==> config.mk <==
export PLATFORM = sky130hd
export DESIGN_NAME = branch_resolve_unit
export DESIGN_NICKNAME = d
export VERILOG_FILES = /design/src/rtl/pipeline_pkg.sv /design/src/rtl/ras_stack.sv /design/src/rtl/branch_resolve_unit.sv
export SDC_FILE = /design/constraint.sdc
export NUM_CORES = 1
export LEC_CHECK = 0
export ABC_AREA = 1
export CAP_MARGIN = 10
export CORE_MARGIN = 10
export CORE_UTILIZATION = 46
export DETAILED_ROUTE_END_ITERATION = 16
export DONT_BUFFER_PORTS = 1
export PLACE_DENSITY = 0.63
export RECOVER_POWER = 100
export SYNTH_ARGS = -nofsm -noshare
export SYNTH_HDL_FRONTEND = slang
export SYNTH_SLANG_ARGS = --single-unit
==> constraint.sdc <==
create_clock -name clk -period 8.5 [get_ports clk]
set_input_delay 1.7 -clock clk [delete_from_list [all_inputs] [get_ports clk]]
set_output_delay 1.7 -clock clk [all_outputs]
set_load 0.02 [all_outputs]
==> src/rtl/pipeline_pkg.sv <==
// pipeline_pkg
// Shared types and helpers for the execute-stage branch/jump resolver.
//   DATA_WIDTH        : width of pc, operands, immediates and targets
//   brjl_kind_e       : control-transfer kind (BR/JAL/JALR/RSV)
//   br_cond_e         : branch funct3 encodings
//   resolve_result_t  : one resolved branch/jump result
//   eval_cond()       : returns {illegal, taken} for a branch condition
package pipeline_pkg;

  localparam int DATA_WIDTH = 64;

  typedef enum logic [1:0] {
    KIND_BR   = 2'd0,
    KIND_JAL  = 2'd1,
    KIND_JALR = 2'd2,
    KIND_RSV  = 2'd3
  } brjl_kind_e;

  typedef enum logic [2:0] {
    COND_BEQ  = 3'b000,
    COND_BNE  = 3'b001,
    COND_BLT  = 3'b100,
    COND_BGE  = 3'b101,
    COND_BLTU = 3'b110,
    COND_BGEU = 3'b111
  } br_cond_e;

  typedef struct packed {
    logic                  taken;
    logic [DATA_WIDTH-1:0] target;
    logic [DATA_WIDTH-1:0] link;
    logic [DATA_WIDTH-1:0] redirect_pc;
    logic                  mispredict;
    logic                  misalign;
    logic                  illegal;
  } resolve_result_t;

  // funct3 010/011 have no branch meaning: flagged illegal and never taken.
  function automatic logic [1:0] eval_cond(input logic [2:0]            cond,
                                           input logic [DATA_WIDTH-1:0] a,
                                           input logic [DATA_WIDTH-1:0] b);
    logic taken;
    logic illegal;
    taken   = 1'b0;
    illegal = 1'b0;
    case (cond)
      COND_BEQ:  taken = (a == b);
      COND_BNE:  taken = (a != b);
      COND_BLT:  taken = ($signed(a) <  $signed(b));
      COND_BGE:  taken = ($signed(a) >= $signed(b));
      COND_BLTU: taken = (a <  b);
      COND_BGEU: taken = (a >= b);
      default: begin
        taken   = 1'b0;
        illegal = 1'b1;
      end
    endcase
    return {illegal, taken};
  endfunction

endpackage

==> src/rtl/ras_stack.sv <==
// ras_stack
// Circular return-address stack with saturating occupancy count.
//   clk, rst     : clock, synchronous active-high reset
//   push, pop    : push alone pushes, pop alone pops, both together replace the top
//   push_data    : address written on push/replace
//   top          : current top entry (0 when empty)
//   valid        : stack non-empty
// Pushing when full wraps the pointer and overwrites the oldest entry.
module ras_stack #(
  parameter int DATA_WIDTH = 64,
  parameter int RAS_DEPTH  = 8
) (
  input  logic                  clk,
  input  logic                  rst,
  input  logic                  push,
  input  logic                  pop,
  input  logic [DATA_WIDTH-1:0] push_data,
  output logic [DATA_WIDTH-1:0] top,
  output logic                  valid
);

  localparam int PTR_W = $clog2(RAS_DEPTH);
  localparam int CNT_W = PTR_W + 1;

  logic [DATA_WIDTH-1:0] r_mem [RAS_DEPTH];
  logic [PTR_W-1:0]      r_ptr;
  logic [CNT_W-1:0]      r_count;

  logic                  w_empty;
  logic                  w_full;
  logic [PTR_W-1:0]      w_ptr_nxt;
  logic [CNT_W-1:0]      w_count_nxt;
  logic                  w_wr_en;
  logic [PTR_W-1:0]      w_wr_idx;

  assign w_empty = (r_count == {CNT_W{1'b0}});
  assign w_full  = (r_count == CNT_W'(RAS_DEPTH));

  // Next pointer/count and write slot for push, pop or replace.
  always_comb begin
    w_ptr_nxt   = r_ptr;
    w_count_nxt = r_count;
    w_wr_en     = 1'b0;
    w_wr_idx    = r_ptr;
    if (push && (!pop || w_empty)) begin
      // Plain push; a replace on an empty stack degenerates to a push.
      w_ptr_nxt   = r_ptr + PTR_W'(1);
      w_wr_idx    = r_ptr + PTR_W'(1);
      w_wr_en     = 1'b1;
      w_count_nxt = w_full ? r_count : r_count + CNT_W'(1);
    end else if (push) begin
      // Pop-then-push collapses into overwriting the top in place.
      w_wr_en  = 1'b1;
      w_wr_idx = r_ptr;
    end else if (pop && !w_empty) begin
      w_ptr_nxt   = r_ptr - PTR_W'(1);
      w_count_nxt = r_count - CNT_W'(1);
    end else begin
      w_ptr_nxt   = r_ptr;
      w_count_nxt = r_count;
    end
  end

  // Pointer and occupancy registers.
  always_ff @(posedge clk) begin
    if (rst) begin
      r_ptr   <= {PTR_W{1'b0}};
      r_count <= {CNT_W{1'b0}};
    end else begin
      r_ptr   <= w_ptr_nxt;
      r_count <= w_count_nxt;
    end
  end

  // Entry storage; contents are don't-care while the count excludes them.
  always_ff @(posedge clk) begin
    if (w_wr_en) begin
      r_mem[w_wr_idx] <= push_data;
    end
  end

  assign top   = w_empty ? {DATA_WIDTH{1'b0}} : r_mem[r_ptr];
  assign valid = !w_empty;

endmodule

==> src/rtl/branch_resolve_unit.sv <==
// branch_resolve_unit
// Execute-stage branch/jump resolver with one registered output stage.
//   clk, rst, flush          : clock, sync active-high reset, pipeline flush
//   in_valid/in_ready        : request handshake
//   in_pc, in_kind, in_cond  : instruction pc, kind (BR/JAL/JALR/RSV), funct3
//   in_rs1, in_rs2, in_imme  : operands and sign-extended immediate
//   in_rd_link, in_rs1_link  : rd / rs1 is a link register (x1/x5)
//   in_pred_taken/_target    : frontend prediction
//   out_valid/out_ready      : result handshake
//   out_*                    : resolved direction, targets, mispredict/misalign/illegal
//   ras_top, ras_valid       : return-address stack top and non-empty flag
// DATA_WIDTH must match pipeline_pkg::DATA_WIDTH (the result struct uses it).
module branch_resolve_unit #(
  parameter int DATA_WIDTH = 64,
  parameter int RAS_DEPTH  = 8,
  parameter int INST_BYTES = 4
) (
  input  logic                  clk,
  input  logic                  rst,
  input  logic                  flush,
  input  logic                  in_valid,
  output logic                  in_ready,
  input  logic [DATA_WIDTH-1:0] in_pc,
  input  logic [1:0]            in_kind,
  input  logic [2:0]            in_cond,
  input  logic [DATA_WIDTH-1:0] in_rs1,
  input  logic [DATA_WIDTH-1:0] in_rs2,
  input  logic [DATA_WIDTH-1:0] in_imme,
  input  logic                  in_rd_link,
  input  logic                  in_rs1_link,
  input  logic                  in_pred_taken,
  input  logic [DATA_WIDTH-1:0] in_pred_target,
  output logic                  out_valid,
  input  logic                  out_ready,
  output logic                  out_taken,
  output logic [DATA_WIDTH-1:0] out_target,
  output logic [DATA_WIDTH-1:0] out_link,
  output logic [DATA_WIDTH-1:0] out_redirect_pc,
  output logic                  out_mispredict,
  output logic                  out_misalign,
  output logic                  out_illegal,
  output logic [DATA_WIDTH-1:0] ras_top,
  output logic                  ras_valid
);

  import pipeline_pkg::*;

  logic                  w_in_ready;
  logic                  w_accept;
  logic [1:0]            w_cond_eval;
  logic [DATA_WIDTH-1:0] w_link;
  logic [DATA_WIDTH-1:0] w_pc_sum;
  logic [DATA_WIDTH-1:0] w_rs1_sum;
  logic                  w_is_jump;
  logic                  w_ras_push;
  logic                  w_ras_pop;
  resolve_result_t       w_res;
  resolve_result_t       r_res;
  logic                  r_out_valid;

  assign w_in_ready  = !flush && (!r_out_valid || out_ready);
  assign w_accept    = in_valid && w_in_ready;
  assign w_cond_eval = eval_cond(in_cond, in_rs1, in_rs2);
  assign w_link      = in_pc + DATA_WIDTH'(INST_BYTES);
  assign w_pc_sum    = in_pc + in_imme;
  assign w_rs1_sum   = in_rs1 + in_imme;

  // Combinational resolution of direction, target and prediction check.
  always_comb begin
    w_res      = '{default: 1'b0};
    w_res.link = w_link;
    case (in_kind)
      KIND_BR: begin
        w_res.taken   = w_cond_eval[0];
        w_res.illegal = w_cond_eval[1];
        w_res.target  = w_pc_sum;
      end
      KIND_JAL: begin
        w_res.taken  = 1'b1;
        w_res.target = w_pc_sum;
      end
      KIND_JALR: begin
        w_res.taken  = 1'b1;
        w_res.target = w_rs1_sum & ~{{(DATA_WIDTH-1){1'b0}}, 1'b1};
      end
      default: begin
        w_res.taken   = 1'b0;
        w_res.illegal = 1'b1;
        w_res.target  = {DATA_WIDTH{1'b0}};
      end
    endcase
    w_res.redirect_pc = w_res.taken ? w_res.target : w_link;
    w_res.misalign    = w_res.taken && w_res.target[1];
    if (w_res.illegal) begin
      w_res.mispredict = 1'b0;
    end else begin
      w_res.mispredict = (w_res.taken != in_pred_taken) ||
                         (w_res.taken && (w_res.target != in_pred_target));
    end
  end

  // Link-register convention: JALR with link rs1 pops; link rd pushes (both = replace).
  assign w_is_jump  = (in_kind == KIND_JAL) || (in_kind == KIND_JALR);
  assign w_ras_push = w_accept && w_is_jump && in_rd_link;
  assign w_ras_pop  = w_accept && (in_kind == KIND_JALR) && in_rs1_link;

  // Output register: flush kills, accept loads, consumer handshake drains, else hold.
  always_ff @(posedge clk) begin
    if (rst) begin
      r_out_valid <= 1'b0;
      r_res       <= '{default: 1'b0};
    end else if (flush) begin
      r_out_valid <= 1'b0;
    end else if (w_accept) begin
      r_out_valid <= 1'b1;
      r_res       <= w_res;
    end else if (out_ready) begin
      r_out_valid <= 1'b0;
    end
  end

  ras_stack #(
    .DATA_WIDTH(DATA_WIDTH),
    .RAS_DEPTH (RAS_DEPTH)
  ) u_ras (
    .clk      (clk),
    .rst      (rst),
    .push     (w_ras_push),
    .pop      (w_ras_pop),
    .push_data(w_link),
    .top      (ras_top),
    .valid    (ras_valid)
  );

  assign in_ready        = w_in_ready;
  assign out_valid       = r_out_valid;
  assign out_taken       = r_res.taken;
  assign out_target      = r_res.target;
  assign out_link        = r_res.link;
  assign out_redirect_pc = r_res.redirect_pc;
  assign out_mispredict  = r_res.mispredict;
  assign out_misalign    = r_res.misalign;
  assign out_illegal     = r_res.illegal;

endmodule

==> out/metrics.csv <==
metric,value,unit
status,"complete, but fails checks",
violations,"capacitance limit, slew limit",
fin_nets,6417,
p_sw,2929,uW
nFillCells,9613,
drv_slew,521,
drive_gt1_share,2.945,%
synth_area,0.04451,mm2
setup_violations,0,
synth_area_leaders,"edfxtp_1 35%, nand2_1 13%, dfxtp_1 9.3%",
dieArea,0.1096,mm2
ys.flop_type,edfxtp_1,
dp_slack,1.892,ns
place_hpwl,143000,um
cts_setup_buffers,0,
grt_pass1_vias,38360,
worstPathArrival,5.36,ns
max_freq,141.6,MHz
path_cells,clkbuf_4 -> o21ai_0 -> o22ai_1 -> o21ai_0 -> a31oi_1,
yosysUniqueCellTypes,57,
path_max_fanout,228,
finalCritPeriodShare,83.07,%
drtPass1Iterations,6,
vias,41240,
grt_max_degree,229,
synth-edff-count,512,
antenna_found_initial,13,
stdcell_count,7230,
io_buffers,0,
synth_xor_area_share,1.186,%
synth_common_cells,"1,548 x nand2_1, 779 x inv_1, 728 x nor2_1",
cell_internal_pwr,6166,uW
fp.dieH,331.1,um
io_pins,596,
crit_slowest_cell,clkbuf_4,
fin_area,0.04802,mm2
cts_buffer_depth,3,
drcViolationCount,0,
syn_nets,6504,
end_kind,output pin,
synth_warnings,0,
numCtsBuffers,77,
grt_first_pass_wirelength,257800,um
cts.clk_slew.worst_paths,0.06,ns
cts_sinks,719,
yosys.area.top_type,edfxtp_1,
rsz0062_at_grt,false,
maxCapViolations,10,
swShare,32.20,%
finalCriticalPeriod,7.061,ns
p_leak,0.02119,uW
clock_latency,0.66,ns
async_flop_share,0,%
synth_top_cell_area_share,34.54,%
core_area,0.09628,mm2
p_clk_share,36.6,%
ant_nets,0,
gp_congestion,1.025,
pwr-share-comb,19.4,%
htree_levels,3,
postCtsHoldBufs,0,
post_cts_resized,0,
grt_usage,31.99,%
postSynthCellCount,5966,
synth_fa_ha_area_share,5.813,%
start_util,46.23,%
skew,0.03063,ns
p_total,9095,uW
ys_ff_latch,719,
wl_per_cell,25.29,um
avgSynthCellArea,7.460,um2
yosysSeqAreaShare,43.85,%
dpl_cell_area,0.04581,mm2
ir_drop,0.1365,mV
power_frac_seq,44.0,%
rows,114,
syn_to_final_growth,7.880,%
cts_tree,built,
critPathKind,flop to output pin,
overflow,0,
muxShareOfSynthArea,0,%
setup-tns-final,0,ns
synth-simple-area-share,26.87,%
hold_path_class,flop to flop,
worst_path_largest_cell_delay,1.94,ns
synth_compound_gate_area_share,13.83,%
hold_violations,0,
tightest_slew,3.815,ns
dp_cells,7072,
required,6.80,ns
p_per_area,189.4,mW/mm2
finalWorstSetupSlack,1.439,ns
drt-initial-drc-count,4001,
synth_top_family_by_area,simple AND/OR/NAND/NOR gates,
start_kind,flop,
die_x,331.1,um
vias_per_cell,5.704,
maxSlewHeadroom,-154.3,%
cp_common_cell,o21ai_0,
routed_wl,182800,um
yosysMostFrequentCell,nand2_1,
root_buffer,clkbuf_16,
==> routing by layer <==
layer	wire length [um]	part of all wire, %	track usage, %	up-vias
met4	9527	5.2	14.67	14
met5	95	0.052	0	-
met2	82810	45	51.36	1852
met3	20120	11	9.901	350
li1	-	-	-	19610
met1	70280	38	39.08	19420
==> kinds of logic (layout without fill, tap and decap cells) <==
group / count (synthesis) / in the layout
compound gates: 1135 / 1135
simple gates: 2854 / 2854
fa+ha+maj: 205 / 205
flops: 719 / 719
xor+xnor: 56 / 56
buf+inv: 997 / 974
other cells: 0 / 11
==> state kept, by name, summed over array words and instances (netlist names), named ones only <==
| signal | count |
|---|---|
| out_mispredict | 1 |
| out_redirect_pc | 64 |
| out_illegal | 1 |
| out_taken | 1 |
| u_ras.r_count | 4 |
| out_misalign | 1 |
| u_ras.r_ptr | 3 |
| out_link | 64 |
| u_ras.r_mem | 512 |
| out_valid | 1 |
| out_target | 64 |
==> worst paths after layout <==
kind / start / slack (ns) / end / depth (start not counted)
worst max-delay path: flop / 1.44 / ras_top[20] / 5
worst min-delay path: u_ras.r_count[3] / 0.49 / u_ras.r_count[3] / 1
worst max register to register: out_valid / 2.23 / u_ras.r_mem[0][43] / 11
worst min register to register: u_ras.r_count[3] / 0.49 / u_ras.r_count[3] / 1
==> final cells by class <==
type                       instances  area (um2)  share of cell area, %
clock inverter                    47       422.9                 0.8808
timing repair buffer              44       322.8                 0.6723
clock buffer                      96        2082                  4.336
antenna                           11       27.53                0.05733
tap                             1276        1597                  3.325
sequential                       719       19520                  40.66
inverter                         787        2980                  6.207
multi-input combinational       4250       21060                  43.86
==> through the flow <==
step / util, % / hold slack (ns)
after global routing: 49.85 / 0.5281
after global placement: 47.58 / 0.4689
after detailed placement: 47.58 / 0.4767
after CTS: 50.18 / 0.4894
final: 49.87 / 0.4859
after floorplan: - / 0.4434
==> worst max-delay path, delay by kind of cell (launching register included) <==
kind                   cells  cell delay [ns]
AOI/OAI and AO/OA          4             1.52
buffers and inverters      1             1.94
DFF                        1             1.03
==> cells in the final DEF (no fill, tap or decap), types with 55 or more instances in the layout <==
cell type  count
clkbuf_16     80
nand2_1     1557
edfxtp_1     512
nor2_1       736
dfxtp_1      206
a31oi_1      105
o21bai_1      66
ha_1         201
a21oi_1      309
nand3_1      322
inv_1        778
nand3b_1      92
nor3_1        55
o21ai_0      554
o22ai_1       65
==> power by group through the flow <==
stage          sequential [uW]  combinational (uW)  clock (uW)
2_1_floorplan             4020                1170           0
4_1_cts                   4000                1740        3360
6_report                  4000                1770        3330
5_1_grt                   4010                1940        3510
3_5_place_dp              4070                1730           0
3_3_place_gp              4070                1720           0
Note: power is estimated with default switching activity, not from simulation.
